## config.mk

```make
export PLATFORM = sky130hd
export DESIGN_NAME = uartfifo_blk
export DESIGN_NICKNAME = d
export VERILOG_FILES = /design/src/rtl/uartfifo_blk_pkg.sv /design/src/rtl/uartfifo_blk_sync_fifo.sv /design/src/rtl/uartfifo_blk_uart_core.sv /design/src/rtl/uartfifo_blk.sv
export SDC_FILE = /design/constraint.sdc
export NUM_CORES = 1
export LEC_CHECK = 0
export BUFFER_PORTS_ARGS = -buffer_cell sky130_fd_sc_hd__buf_2
export CORE_MARGIN = 5
export CORE_UTILIZATION = 62
export DETAILED_ROUTE_END_ITERATION = 10
export GPL_ROUTABILITY_DRIVEN = 0
export PLACE_DENSITY = 0.77
export SETUP_SLACK_MARGIN = 0.1
export SLEW_MARGIN = 10
export SYNTH_ARGS = -nofsm -noshare
export SYNTH_HDL_FRONTEND = slang
export SYNTH_SLANG_ARGS = --single-unit
```

## constraint.sdc

```tcl
create_clock -name clk -period 3.5 [get_ports clk]
set_clock_uncertainty 0.2 [all_clocks]
set_input_delay 0.175 -clock clk [delete_from_list [all_inputs] [get_ports clk]]
set_output_delay 0.175 -clock clk [all_outputs]
set_load 0.01 [all_outputs]
```

## src/rtl/uartfifo_blk_pkg.sv

```systemverilog
// Shared definitions for the buffered UART block: register map, STATUS/CTRL
// bit positions and the TX sequencer state encoding.
package uartfifo_blk_pkg;

  // Register addresses on the 2-bit bus address
  localparam logic [1:0] REG_DATA   = 2'd0;
  localparam logic [1:0] REG_STATUS = 2'd1;
  localparam logic [1:0] REG_CTRL   = 2'd2;
  localparam logic [1:0] REG_LEVEL  = 2'd3;

  // STATUS bit positions
  localparam int ST_RX_NONEMPTY = 0;
  localparam int ST_TX_NOT_FULL = 1;
  localparam int ST_TX_IDLE     = 2;
  localparam int ST_RX_FULL     = 3;
  localparam int ST_RX_OVF      = 4;
  localparam int ST_TX_OVF      = 5;
  localparam int ST_TX_BUSY     = 6;

  // CTRL bit positions
  localparam int CT_IE_RX    = 0;
  localparam int CT_IE_TX    = 1;
  localparam int CT_IE_OVF   = 2;
  localparam int CT_FLUSH_RX = 6;
  localparam int CT_FLUSH_TX = 7;

  // TX sequencer states
  typedef enum logic [1:0] {
    TX_IDLE = 2'd0,
    TX_LOAD = 2'd1,
    TX_BUSY = 2'd2
  } tx_state_e;

endpackage

```

## src/rtl/uartfifo_blk_sync_fifo.sv

```systemverilog
// Single-clock FIFO with combinational head output, occupancy count and a
// one-cycle flush. A push into a full FIFO is accepted when a pop happens in
// the same cycle; flush overrides both push and pop.
module uartfifo_blk_sync_fifo #(
  parameter int WIDTH = 8,
  parameter int DEPTH = 16
) (
  input  logic                     clk,
  input  logic                     n_reset,
  input  logic                     push,
  input  logic                     pop,
  input  logic                     flush,
  input  logic [WIDTH-1:0]         din,
  output logic [WIDTH-1:0]         dout,
  output logic [$clog2(DEPTH):0]   count,
  output logic                     full,
  output logic                     empty
);
  localparam int AW = $clog2(DEPTH);
  localparam logic [AW-1:0] PTR_ONE  = AW'(1);
  localparam logic [AW:0]   CNT_ONE  = (AW+1)'(1);
  localparam logic [AW:0]   CNT_FULL = (AW+1)'(DEPTH);

  logic [WIDTH-1:0] mem [DEPTH];
  logic [AW-1:0]    wr_ptr;
  logic [AW-1:0]    rd_ptr;
  logic             do_push;
  logic             do_pop;

  // Qualify requests against occupancy and flush
  always_comb begin
    full    = (count == CNT_FULL);
    empty   = (count == '0);
    do_pop  = pop & ~empty & ~flush;
    do_push = push & (~full | do_pop) & ~flush;
    dout    = mem[rd_ptr];
  end

  // Storage array, written only on an accepted push
  always_ff @(posedge clk) begin
    if (do_push) mem[wr_ptr] <= din;
  end

  // Pointers wrap naturally at DEPTH; count tracks occupancy
  always_ff @(posedge clk) begin
    if (!n_reset) begin
      wr_ptr <= '0;
      rd_ptr <= '0;
      count  <= '0;
    end else if (flush) begin
      rd_ptr <= wr_ptr;
      count  <= '0;
    end else begin
      if (do_push) wr_ptr <= wr_ptr + PTR_ONE;
      if (do_pop)  rd_ptr <= rd_ptr + PTR_ONE;
      case ({do_push, do_pop})
        2'b10:   count <= count + CNT_ONE;
        2'b01:   count <= count - CNT_ONE;
        default: count <= count;
      endcase
    end
  end

endmodule

```

## src/rtl/uartfifo_blk_uart_core.sv

```systemverilog
// 8N1 UART core. One bit period is CLK_FREQ/UART_FREQ clocks. TX starts on a
// tx_write pulse and reports tx_finished after the stop bit; RX samples mid-bit
// and pulses rx_ready with rx_data when a frame with a valid stop bit arrives.
module uartfifo_blk_uart_core #(
  parameter int CLK_FREQ  = 12000000,
  parameter int UART_FREQ = 115200
) (
  input  logic       clk,
  input  logic       n_reset,
  input  logic       rx,
  output logic       tx,
  input  logic [7:0] tx_data,
  input  logic       tx_write,
  output logic       tx_finished,
  output logic [7:0] rx_data,
  output logic       rx_ready
);
  localparam int DIV = CLK_FREQ / UART_FREQ;
  localparam int CW  = (DIV > 1) ? $clog2(DIV) : 1;
  localparam logic [CW-1:0] BIT_LAST  = CW'(DIV - 1);
  localparam logic [CW-1:0] HALF_LAST = CW'(DIV / 2 - 1);
  localparam logic [CW-1:0] CNT_ONE   = CW'(1);

  logic [9:0]    tx_shift;
  logic [CW-1:0] tx_cnt;
  logic [3:0]    tx_idx;
  logic          tx_busy;

  logic          rx_meta;
  logic          rx_sync;
  logic [7:0]    rx_shift;
  logic [CW-1:0] rx_cnt;
  logic [3:0]    rx_idx;
  logic          rx_busy;
  logic          rx_sample;

  assign tx      = tx_shift[0];
  assign rx_data = rx_shift;

  // Transmitter: shift out {stop, data, start} LSB first, one bit per period
  always_ff @(posedge clk) begin
    if (!n_reset) begin
      tx_shift    <= '1;
      tx_cnt      <= '0;
      tx_idx      <= '0;
      tx_busy     <= 1'b0;
      tx_finished <= 1'b0;
    end else begin
      tx_finished <= 1'b0;
      if (!tx_busy) begin
        if (tx_write) begin
          tx_shift <= {1'b1, tx_data, 1'b0};
          tx_cnt   <= BIT_LAST;
          tx_idx   <= '0;
          tx_busy  <= 1'b1;
        end
      end else if (tx_cnt == '0) begin
        tx_cnt   <= BIT_LAST;
        tx_shift <= {1'b1, tx_shift[9:1]};
        tx_idx   <= tx_idx + 4'd1;
        if (tx_idx == 4'd9) begin
          tx_busy     <= 1'b0;
          tx_finished <= 1'b1;
        end
      end else begin
        tx_cnt <= tx_cnt - CNT_ONE;
      end
    end
  end

  // Receiver control: start-bit detect, mid-bit sampling, stop-bit check
  always_ff @(posedge clk) begin
    if (!n_reset) begin
      rx_meta  <= 1'b1;
      rx_sync  <= 1'b1;
      rx_cnt   <= '0;
      rx_idx   <= '0;
      rx_busy  <= 1'b0;
      rx_ready <= 1'b0;
    end else begin
      rx_meta  <= rx;
      rx_sync  <= rx_meta;
      rx_ready <= 1'b0;
      if (!rx_busy) begin
        if (!rx_sync) begin
          rx_busy <= 1'b1;
          rx_cnt  <= HALF_LAST;
          rx_idx  <= '0;
        end
      end else if (rx_cnt == '0) begin
        rx_cnt <= BIT_LAST;
        rx_idx <= rx_idx + 4'd1;
        if (rx_idx == 4'd0) begin
          if (rx_sync) rx_busy <= 1'b0;
        end else if (rx_idx == 4'd9) begin
          rx_busy  <= 1'b0;
          rx_ready <= rx_sync;
        end
      end else begin
        rx_cnt <= rx_cnt - CNT_ONE;
      end
    end
  end

  assign rx_sample = rx_busy && (rx_cnt == '0) && (rx_idx != 4'd0) && (rx_idx <= 4'd8);

  // Receive data shifter, LSB arrives first
  always_ff @(posedge clk) begin
    if (rx_sample) rx_shift <= {rx_sync, rx_shift[7:1]};
  end

endmodule

```

## src/rtl/uartfifo_blk.sv

```systemverilog
// Buffered UART peripheral on the 8-bit OR-bus: RX/TX FIFOs around the UART
// core, sticky overflow flags, RX-level CTS and a maskable level interrupt.
// The read-data port is named dout because "do" is a reserved word.
module uartfifo_blk
  import uartfifo_blk_pkg::*;
#(
  parameter int CLK_FREQ  = 12000000,
  parameter int UART_FREQ = 115200,
  parameter int RX_DEPTH  = 16,
  parameter int TX_DEPTH  = 16,
  parameter int CTS_LEVEL = RX_DEPTH - 2
) (
  input  logic       clk,
  input  logic       n_reset,
  input  logic       rx,
  output logic       tx,
  output logic       cts,
  output logic       irq,
  input  logic       cs,
  input  logic [1:0] addr,
  input  logic       wren,
  input  logic [7:0] di,
  output logic [7:0] dout
);
  localparam int RX_CW = $clog2(RX_DEPTH) + 1;
  localparam int TX_CW = $clog2(TX_DEPTH) + 1;
  localparam logic [RX_CW-1:0] CTS_TH      = RX_CW'(CTS_LEVEL);
  localparam logic [TX_CW-1:0] TX_CNT_FULL = TX_CW'(TX_DEPTH);

  logic             rx_push, rx_pop, rx_flush, rx_full, rx_empty;
  logic [7:0]       rx_head;
  logic [RX_CW-1:0] rx_count;
  logic             tx_push, tx_pop, tx_flush, tx_full, tx_empty;
  logic [7:0]       tx_head;
  logic [TX_CW-1:0] tx_count;

  logic [7:0] core_rx_data;
  logic       core_rx_ready;
  logic       core_tx_finished;
  logic [7:0] tx_data;
  logic       tx_write;
  logic       tx_load;

  tx_state_e  state, state_nxt;

  logic       bus_rd, bus_wr;
  logic       rx_ovf, tx_ovf, rx_ovf_set, tx_ovf_set;
  logic [2:0] ctrl_ie;
  logic       tx_idle;
  logic [7:0] status;
  logic [7:0] rd_mux;
  logic       irq_nxt;
  logic       oe_p1;
  logic [7:0] rdata_p1;

  uartfifo_blk_uart_core #(.CLK_FREQ(CLK_FREQ), .UART_FREQ(UART_FREQ)) u_core (
    .clk         (clk),
    .n_reset     (n_reset),
    .rx          (rx),
    .tx          (tx),
    .tx_data     (tx_data),
    .tx_write    (tx_write),
    .tx_finished (core_tx_finished),
    .rx_data     (core_rx_data),
    .rx_ready    (core_rx_ready)
  );

  uartfifo_blk_sync_fifo #(.WIDTH(8), .DEPTH(RX_DEPTH)) u_rx_fifo (
    .clk     (clk),
    .n_reset (n_reset),
    .push    (rx_push),
    .pop     (rx_pop),
    .flush   (rx_flush),
    .din     (core_rx_data),
    .dout    (rx_head),
    .count   (rx_count),
    .full    (rx_full),
    .empty   (rx_empty)
  );

  uartfifo_blk_sync_fifo #(.WIDTH(8), .DEPTH(TX_DEPTH)) u_tx_fifo (
    .clk     (clk),
    .n_reset (n_reset),
    .push    (tx_push),
    .pop     (tx_pop),
    .flush   (tx_flush),
    .din     (di),
    .dout    (tx_head),
    .count   (tx_count),
    .full    (tx_full),
    .empty   (tx_empty)
  );

  // Bus decode, FIFO requests, overflow detection and read-data selection
  always_comb begin
    bus_rd   = cs & ~wren;
    bus_wr   = cs & wren;
    rx_push  = core_rx_ready;
    rx_pop   = bus_rd & (addr == REG_DATA) & ~rx_empty;
    tx_push  = bus_wr & (addr == REG_DATA);
    rx_flush = bus_wr & (addr == REG_CTRL) & di[CT_FLUSH_RX];
    tx_flush = bus_wr & (addr == REG_CTRL) & di[CT_FLUSH_TX];

    rx_ovf_set = rx_push & rx_full & ~rx_pop & ~rx_flush;
    tx_ovf_set = tx_push & tx_full & ~tx_pop & ~tx_flush;

    tx_idle = tx_empty & (state == TX_IDLE);

    status                 = '0;
    status[ST_RX_NONEMPTY] = ~rx_empty;
    status[ST_TX_NOT_FULL] = (tx_count != TX_CNT_FULL);
    status[ST_TX_IDLE]     = tx_idle;
    status[ST_RX_FULL]     = rx_full;
    status[ST_RX_OVF]      = rx_ovf;
    status[ST_TX_OVF]      = tx_ovf;
    status[ST_TX_BUSY]     = (state != TX_IDLE);

    rd_mux = '0;
    case (addr)
      REG_DATA:   rd_mux = rx_empty ? 8'h00 : rx_head;
      REG_STATUS: rd_mux = status;
      REG_CTRL:   rd_mux = {5'b0, ctrl_ie};
      REG_LEVEL:  rd_mux = 8'(rx_count);
      default:    rd_mux = '0;
    endcase

    irq_nxt = (ctrl_ie[CT_IE_RX]  & ~rx_empty) |
              (ctrl_ie[CT_IE_TX]  & tx_idle)   |
              (ctrl_ie[CT_IE_OVF] & (rx_ovf | tx_ovf));
  end

  // TX sequencer next state: fetch a byte, hand it to the core, wait for it
  always_comb begin
    state_nxt = state;
    tx_pop    = 1'b0;
    tx_load   = 1'b0;
    case (state)
      TX_IDLE: if (!tx_empty) state_nxt = TX_LOAD;
      TX_LOAD: begin
        if (!tx_empty) begin
          tx_pop    = 1'b1;
          tx_load   = 1'b1;
          state_nxt = TX_BUSY;
        end else begin
          state_nxt = TX_IDLE;
        end
      end
      TX_BUSY: if (core_tx_finished) state_nxt = TX_IDLE;
      default: state_nxt = TX_IDLE;
    endcase
  end

  // TX sequencer state register
  always_ff @(posedge clk) begin
    if (!n_reset) state <= TX_IDLE;
    else          state <= state_nxt;
  end

  // Hand-off to the core: one-cycle write strobe
  always_ff @(posedge clk) begin
    if (!n_reset) tx_write <= 1'b0;
    else          tx_write <= tx_load;
  end

  // Byte latched for the core at the LOAD step
  always_ff @(posedge clk) begin
    if (tx_load) tx_data <= tx_head;
  end

  // Sticky overflow flags (new events win over write-1-to-clear) and CTRL
  always_ff @(posedge clk) begin
    if (!n_reset) begin
      rx_ovf  <= 1'b0;
      tx_ovf  <= 1'b0;
      ctrl_ie <= '0;
    end else begin
      if (rx_ovf_set)
        rx_ovf <= 1'b1;
      else if (bus_wr && addr == REG_STATUS && di[ST_RX_OVF])
        rx_ovf <= 1'b0;
      if (tx_ovf_set)
        tx_ovf <= 1'b1;
      else if (bus_wr && addr == REG_STATUS && di[ST_TX_OVF])
        tx_ovf <= 1'b0;
      if (bus_wr && addr == REG_CTRL)
        ctrl_ie <= di[2:0];
    end
  end

  // Registered outputs: read-data enable, cts and irq
  always_ff @(posedge clk) begin
    if (!n_reset) begin
      oe_p1 <= 1'b0;
      cts   <= 1'b0;
      irq   <= 1'b0;
    end else begin
      oe_p1 <= bus_rd;
      cts   <= (rx_count >= CTS_TH);
      irq   <= irq_nxt;
    end
  end

  // Read data captured in the access cycle
  always_ff @(posedge clk) begin
    rdata_p1 <= rd_mux;
  end

  assign dout = oe_p1 ? rdata_p1 : 8'h00;

endmodule

```

==> metrics.md, run 1 <==
| Metric | Value |
|---|---|
| Dpl cell area | `0.01527 mm²` |
| Num CTS Buffers | `37` |
| Final Max Slew Viols | `0` |
| Rel. slew slack | `0.4692` |
| Mapped Nets | `971` |
| CP endpoint kind | `flop` |
| RSZ-0062 raised after global routing | `no` |
| Slowest cell on the critical path | `dfxtp_1` |
| Row cnt | `56` |
| Design area | `0.01663 mm²` |
| Most used cell, CP | `a21oi_1` |
| Antenna diode count | `0` |
| WP buf/inv | `1` |
| DR iter-0 viols | `790` |
| Drt wl/cell | `21.59 µm` |
| Chip width | `163.4 µm` |
| Sequential area share after synthesis | `0.6781` |
| Cell Area, Synth | `0.01458 mm²` |
| WP data arrival | `3390 ps` |
| YS warnings | `0` |
| Final Util | `0.7128` |
| Layout cells sized above 1 | `0.2140` |
| Die area | `0.02669 mm²` |
| Hold WC Path Type | `flop to flop` |
| Min Tclk post-route | `3144 ps` |
| DR vias | `8282` |
| Final Hold Viols | `0` |
| Mapped Cells | `931` |
| Clock sinks | `358` |
| Post-Route WL | `29390 µm` |
| Fin Hold WS | `232.9 ps` |
| Max FO, Critical Path | `10` |
| CP peak stage delay | `550 ps` |
| Setup violators final | `0` |
| Leak | `5.558 nW` |
| Worst setup margin | `356.1 ps` |
| Total global routing overflow | `0` |
| First-pass GRT wire length | `46880 µm` |
| Nets | `1054` |
| Critical path launch point type | `flop` |
| Boundary Pins | `26` |
| Drt pass-1 iters | `8` |
| Synth async-reset ratio | `0` |
| DRC Markers | `0` |
| Clock slew at reported path FFs | `60 ps` |
| Syn Area/Cell | `15.66 µm²` |
| Max VDD drop | `0.5073 mV` |
| # fillers | `1448` |
| Initial antenna violation count | `0` |
| Gr usage total | `0.2301` |
| FF+latch count, synth | `358` |
| Max Fclk | `0.3181 GHz` |
| ANT nets after route | `0` |
| IO buf count | `25` |
| CTS H-tree depth | `2` |
| CTS tree | `done` |
| DP HPWL | `18920 µm` |
| Status | `completed` |
| Initial Utilization | `0.6251` |
| Synth Flop Type | `edfxtp_1` |
| Pwr per Cell Area | `509.5 mW/mm²` |
| CP delay by family, top | `compound AO/OA/AOI/OAI gates` |
| CP cell instances | `nor4_4 > buf_4 > a211oi_4 > ha_2 > xor2_1 > ha_1 > a211o_1 > a21oi_1 > a221oi_1 > or3_1 > a21oi_1` |
| Fraction of the cycle the final worst path needs | `0.8983` |
| Number of max-cap violations | `0` |
| Core ar. | `0.02333 mm²` |
| CTS Buffer Depth | `3` |
| Number of synthesized flops with an enable pin | `272` |
| DIE HEIGHT | `163.4 µm` |
| Worst Setup Path Type | `flop to flop` |
| Root Driver | `clkbuf_16` |
| Tightest Pin Transition | `793.3 ps` |
| Vias in the first global route | `8386` |
| Via density | `6.085` |
| CP required | `3750 ps` |
| Clock latency on the worst-skew pair | `520 ps` |
| Setup WS pre-CTS | `256.4 ps` |
| Sum Neg Setup Slack | `0 ps` |
| Yosys cell types | `61` |
| Largest net degree at the start of global routing | `36` |
| Layout area overhead | `14.04%` |
routing by layer:
metal / track usage / wire (µm) / up-vias
met1: 0.3292 / 12500 / 4170
met5: 0 / 0 / -
met2: 0.3732 / 14260 / 298
met3: 0.04012 / 2023 / 46
li1: - / - / 3768
met4: 0.06291 / 601 / 0
synth_stat cells (4+ instances only):
cell type	n	area, µm²
a221oi_1	4	35.03
mux2_2	10	112.6
nand2_1	51	191.4
ha_1	25	312.8
nor2_1	75	281.5
dfxtp_1	86	1722
a211oi_1	12	90.09
mux2i_1	23	230.2
inv_1	23	86.33
mux4_2	72	1622
nand4_1	11	68.82
nand2b_1	16	100.1
and3_1	8	50.05
a22oi_1	7	52.55
clkbuf_1	25	93.84
or3_1	4	25.02
xnor2_1	8	70.07
nor2b_1	9	56.30
nand3_1	10	50.05
edfxtp_1	272	8168
a311oi_1	6	52.55
buf_2	11	55.05
and2_1	11	68.82
nor3_1	22	110.1
xor2_1	10	87.58
a21oi_1	36	180.2
buf_1	8	30.03
o21ai_0	20	100.1
a21o_1	4	30.03
state kept, by name (all words and copies together) (netlist names), 5 cells and up, named ones only:
register and count:
u_core.tx_cnt 7, u_core.rx_data 8, u_rx_fifo.count 5, u_tx_fifo.mem 128, u_rx_fifo.mem 128, u_tx_fifo.count 5
rdata_p1 8, u_core.rx_cnt 7, u_core.tx_shift 9, tx_data 8
worst paths after layout:
check	start	endpoint	slack, ps	depth (start not counted)
worst max-delay path	u_rx_fifo.count[2]	u_rx_fifo.count[4]	360	11
worst max register to register	u_rx_fifo.count[2]	u_rx_fifo.count[4]	360	11
worst min register to register	u_core.rx_meta	u_core.rx_sync	230	1
worst min-delay path	u_core.rx_meta	u_core.rx_sync	230	1
logic make-up (layout without fill, tap and decap cells):
| kind of cell | Yosys count | in the layout | synth area share |
|---|---|---|---|
| AO/OA/AOI/OAI | 117 | 117 | 0.05396 |
| XOR/XNOR | 18 | 18 | 0.01081 |
| adder cells (fa/ha/maj) | 25 | 25 | 0.02145 |
| buffers and inverters | 72 | 183 | 0.02025 |
| flip-flops | 358 | 358 | 0.6781 |
| multiplexers | 105 | 105 | 0.1347 |
| AND/OR/NAND/NOR | 236 | 236 | 0.08073 |
cells in the final DEF, fill, tap and decap left out, drive strengths merged, types with 16 or more instances in the layout:
cell	n
edfxtp	272
dfxtp	86
nor2	75
buf	73
mux4	72
nand2	51
clkbuf	51
a21oi	36
inv	25
ha	25
mux2i	23
nor3	23
o21ai	20
dlygate4sd3	18
nand2b	16
where the power goes:
group | internal [mW] | leakage (nW) | switching, mW
Sequential | 4.55 | 3.14 | 0.0241
Clock | 2.13 | 0.559 | 1.56
Combinational | 0.0857 | 1.86 | 0.118
layout make-up:
cell class / instances / area (µm²) / area share
multi-input combinational: 501 / 4413 / 0.2653
clock inverter: 16 / 136.4 / 0.008200
clock buffer: 51 / 1018 / 0.06124
timing repair buffer: 91 / 678.2 / 0.04078
inverter: 25 / 93.84 / 0.005642
tap: 319 / 399.1 / 0.02400
sequential: 358 / 9892 / 0.5948
through the flow:
step / instances / power [mW]
after floorplan: 931 / 4.783
after CTS: 1359 / 8.546
after global placement: 1274 / 4.850
final: 1361 / 8.473
after global routing: 1361 / 8.761
after detailed placement: 1274 / 4.856
repair_timing:
item	CTS	global route
endpoints found under the setup margin	0	2
setup buffers	0	2
endpoints found under the hold margin	157	0
gates resized for setup	0	4
hold buffers	18	0
Power figures use the tool's default switching activity.
==> run 2, diff against run 1 <==
==> constraint.sdc (replaced) <==
create_clock -name clk -period 3.4 [get_ports clk]
set_clock_uncertainty 0.2 [all_clocks]
set_input_delay 0.17 -clock clk [delete_from_list [all_inputs] [get_ports clk]]
set_output_delay 0.17 -clock clk [all_outputs]
set_load 0.01 [all_outputs]
==> run 2 against run 1 <==
Compared with the run above: sequential power rose by 3%; worst hold slack lost 7.1 ps; register-to-register slack got worse by 90 ps; count of clock-buffer cells in the layout shrank 7; routed wire length rose by 3.2%; final cell count shrank 0.22%; combinational power grew 4%; worst setup slack got worse by 91 ps; non-clock buffer count down 3; maximum frequency increased by 0.29%; largest cell class unchanged.
==> metrics.md, run 2 (synthesized netlist as in run 1, its figures left out) <==
| Metric | Value |
|---|---|
| Drt pass-1 iters | `5 (was 8)` |
| Leak | `5.624 nW (was 5.558 nW)` |
| Total global routing overflow | `0 (unchanged)` |
| DIE HEIGHT | `163.4 µm (unchanged)` |
| Area of the multi-input gates | `0.004429 mm² (was 0.004413 mm²)` |
| DR iter-0 viols | `843 (was 790)` |
| Hold WC Path Type | `flop to flop (unchanged)` |
| Min Tclk post-route | `3135 ps (was 3144 ps)` |
| Total power | `9.152 mW (was 8.473 mW)` |
| Layout cells sized above 1 | `0.2175 (was 0.2140)` |
| Commonest non-fill, non-tap cell in the layout | `edfxtp_1 (unchanged)` |
| Reported net switching power | `1.810 mW (was 1.704 mW)` |
| Clock slew at reported path FFs | `60 ps (about the same)` |
| Fraction of the cycle the final worst path needs | `0.9220 (was 0.8983)` |
| Layout area overhead | `15.00% (was 14.04%)` |
| CTS H-tree depth | `2 (unchanged)` |
| Boundary Pins | `26 (unchanged)` |
| CP required | `3650 ps (was 3750 ps)` |
| Clock power share | `0.462 (was 0.436)` |
| DRC Markers | `0 (unchanged)` |
| Tightest Pin Transition | `1225 ps (was 793.3 ps)` |
| Vias in the first global route | `8183 (was 8386)` |
| Row cnt | `56 (unchanged)` |
| Chip width | `163.4 µm (unchanged)` |
| Max Fclk | `0.3190 GHz (was 0.3181 GHz)` |
| Switching share of power | `0.1978 (was 0.2011)` |
| CP endpoint kind | `flop (unchanged)` |
| R2R setup slack | `270 ps (was 360 ps)` |
| Worst Setup Path Type | `flop to flop (unchanged)` |
| Core ar. | `0.02333 mm² (unchanged)` |
| Flop pwr share | `0.515 (was 0.540)` |
| Post-Route WL | `30320 µm (was 29390 µm)` |
| Clock sinks | `358 (unchanged)` |
| ANT nets after route | `0 (unchanged)` |
| Via density | `6.137 (was 6.085)` |
| Root Driver | `clkbuf_16 (unchanged)` |
| Rel. slew slack | `0.1768 (was 0.4692)` |
| Initial antenna violation count | `1 (was 0)` |
| Biggest regs | `u_rx_fifo.mem (128), u_tx_fifo.mem (128), u_core.tx_shift (9) (unchanged)` |
| Commonest cells after routing, fill and taps aside | `272 x edfxtp_1, 84 x dfxtp_1, 75 x nor2_1 (unchanged)` |
| Number of max-cap violations | `0 (unchanged)` |
| RSZ-0062 raised after global routing | `no (unchanged)` |
| Num CTS Buffers | `37 (unchanged)` |
| First-pass GRT wire length | `47200 µm (was 46880 µm)` |
| CTS Buffer Depth | `3 (unchanged)` |
| Antenna diode count | `0 (unchanged)` |
| Gr usage total | `0.2336 (was 0.2301)` |
| Status | `completed (unchanged)` |
| Max FO, Critical Path | `8 (was 10)` |
| CTS tree | `done (unchanged)` |
| Int Pwr | `7.342 mW (was 6.769 mW)` |
| Final Max Slew Viols | `0 (unchanged)` |
| Pwr per Cell Area | `545.7 mW/mm² (was 509.5 mW/mm²)` |
| IO buf count | `25 (unchanged)` |
| Die area | `0.02669 mm² (unchanged)` |
| Sum Neg Setup Slack | `0 ps (unchanged)` |
| Drt wl/cell | `22.33 µm (was 21.59 µm)` |
| Nets | `1051 (was 1054)` |
| Setup violators final | `0 (unchanged)` |
| Logic gate share of total power | `0.023 (was 0.024)` |
| Max VDD drop | `0.4229 mV (was 0.5073 mV)` |
| DP HPWL | `18480 µm (was 18920 µm)` |
| Final Hold Viols | `0 (unchanged)` |
| DR vias | `8334 (was 8282)` |
| WP data arrival | `3380 ps (was 3390 ps)` |
| Critical path launch point type | `flop (unchanged)` |
| Initial Utilization | `0.6251 (unchanged)` |
| Clock latency on the worst-skew pair | `530 ps (was 520 ps)` |
| Sequential cell area | `0.009892 mm² (unchanged)` |
| Largest net degree at the start of global routing | `36 (unchanged)` |
| # fillers | `1402 (was 1448)` |
run 2: changes by cell type in the layout (fill, tap and decap cells not counted), sizes merged:
cell and change:
clkbuf -7, bufinv +5, clkinv +5, buf -2
clkinvlp -2, dlygate4sd3 -1, inv -1
run 2: path summary, 6_finish.rpt:
kind,startpoint,depth (start not counted),to
min,u_core.rx_meta,1,u_core.rx_sync
min reg2reg,u_core.rx_meta,1,u_core.rx_sync
max,u_rx_fifo.count[0],12,u_rx_fifo.count[4]
max reg2reg,u_rx_fifo.count[0],12,u_rx_fifo.count[4]
run 2: timing repair:
action,CTS,global route
endpoints found under the hold margin,160,0
resized for setup,0,6
setup endpoints to repair,0,2
hold buffers,17,0
buffers inserted,0,1
run 2: layout make-up:
cell class,instances,share of cell area
inverters,25,0.005595
well taps,319,0.02380
clock buffers,44,0.05916
multi-input cells,501,0.2641
clock inverters,23,0.01865
flip-flops and latches,358,0.5898
repair buffers,88,0.03894
run 2: through the flow:
stage / setup slack [ps] / cell area [µm²] / hold WS, ps / std cells / util
final: 265.2 / 16770 / 225.8 / 1358 / 0.7188
after global routing: 104.0 / 16770 / 239.2 / 1358 / 0.7188
after CTS: 134.5 / 16730 / 230.2 / 1357 / 0.7172
after detailed placement: 140.8 / 15260 / 165.6 / 1273 / 0.6540
after global placement: 289.5 / 15260 / 159.8 / 1273 / 0.6540
after floorplan: 200.4 / 14580 / 68.87 / 931 / -
run 2: power groups by stage:
stage	registers, mW	clock network [mW]	logic (mW)
6_report	4.71	4.23	0.213
2_1_floorplan	4.79	0	0.131
3_5_place_dp	4.80	0	0.193
3_3_place_gp	4.80	0	0.189
5_1_grt	4.71	4.50	0.234
4_1_cts	4.71	4.29	0.212
run 2: critical path, stage by stage, from the launching register on:
cell and delay (ps):
dfxtp_1 380, nor4_4 430, o211ai_1 200, and3_1 240, inv_1 120, ha_4 200, xor2_1 160, ha_1 210
nor2_1 60, o32ai_1 260, a221oi_1 140, or3_1 320, a21oi_1 140
run 2: per-layer routing:
metal,global-route usage,part of all wire,routed length [µm]
met4,0.06214,0.025,758
met2,0.3877,0.49,14990
met1,0.3291,0.41,12430
met5,0,0.00066,20
met3,0.03684,0.070,2123
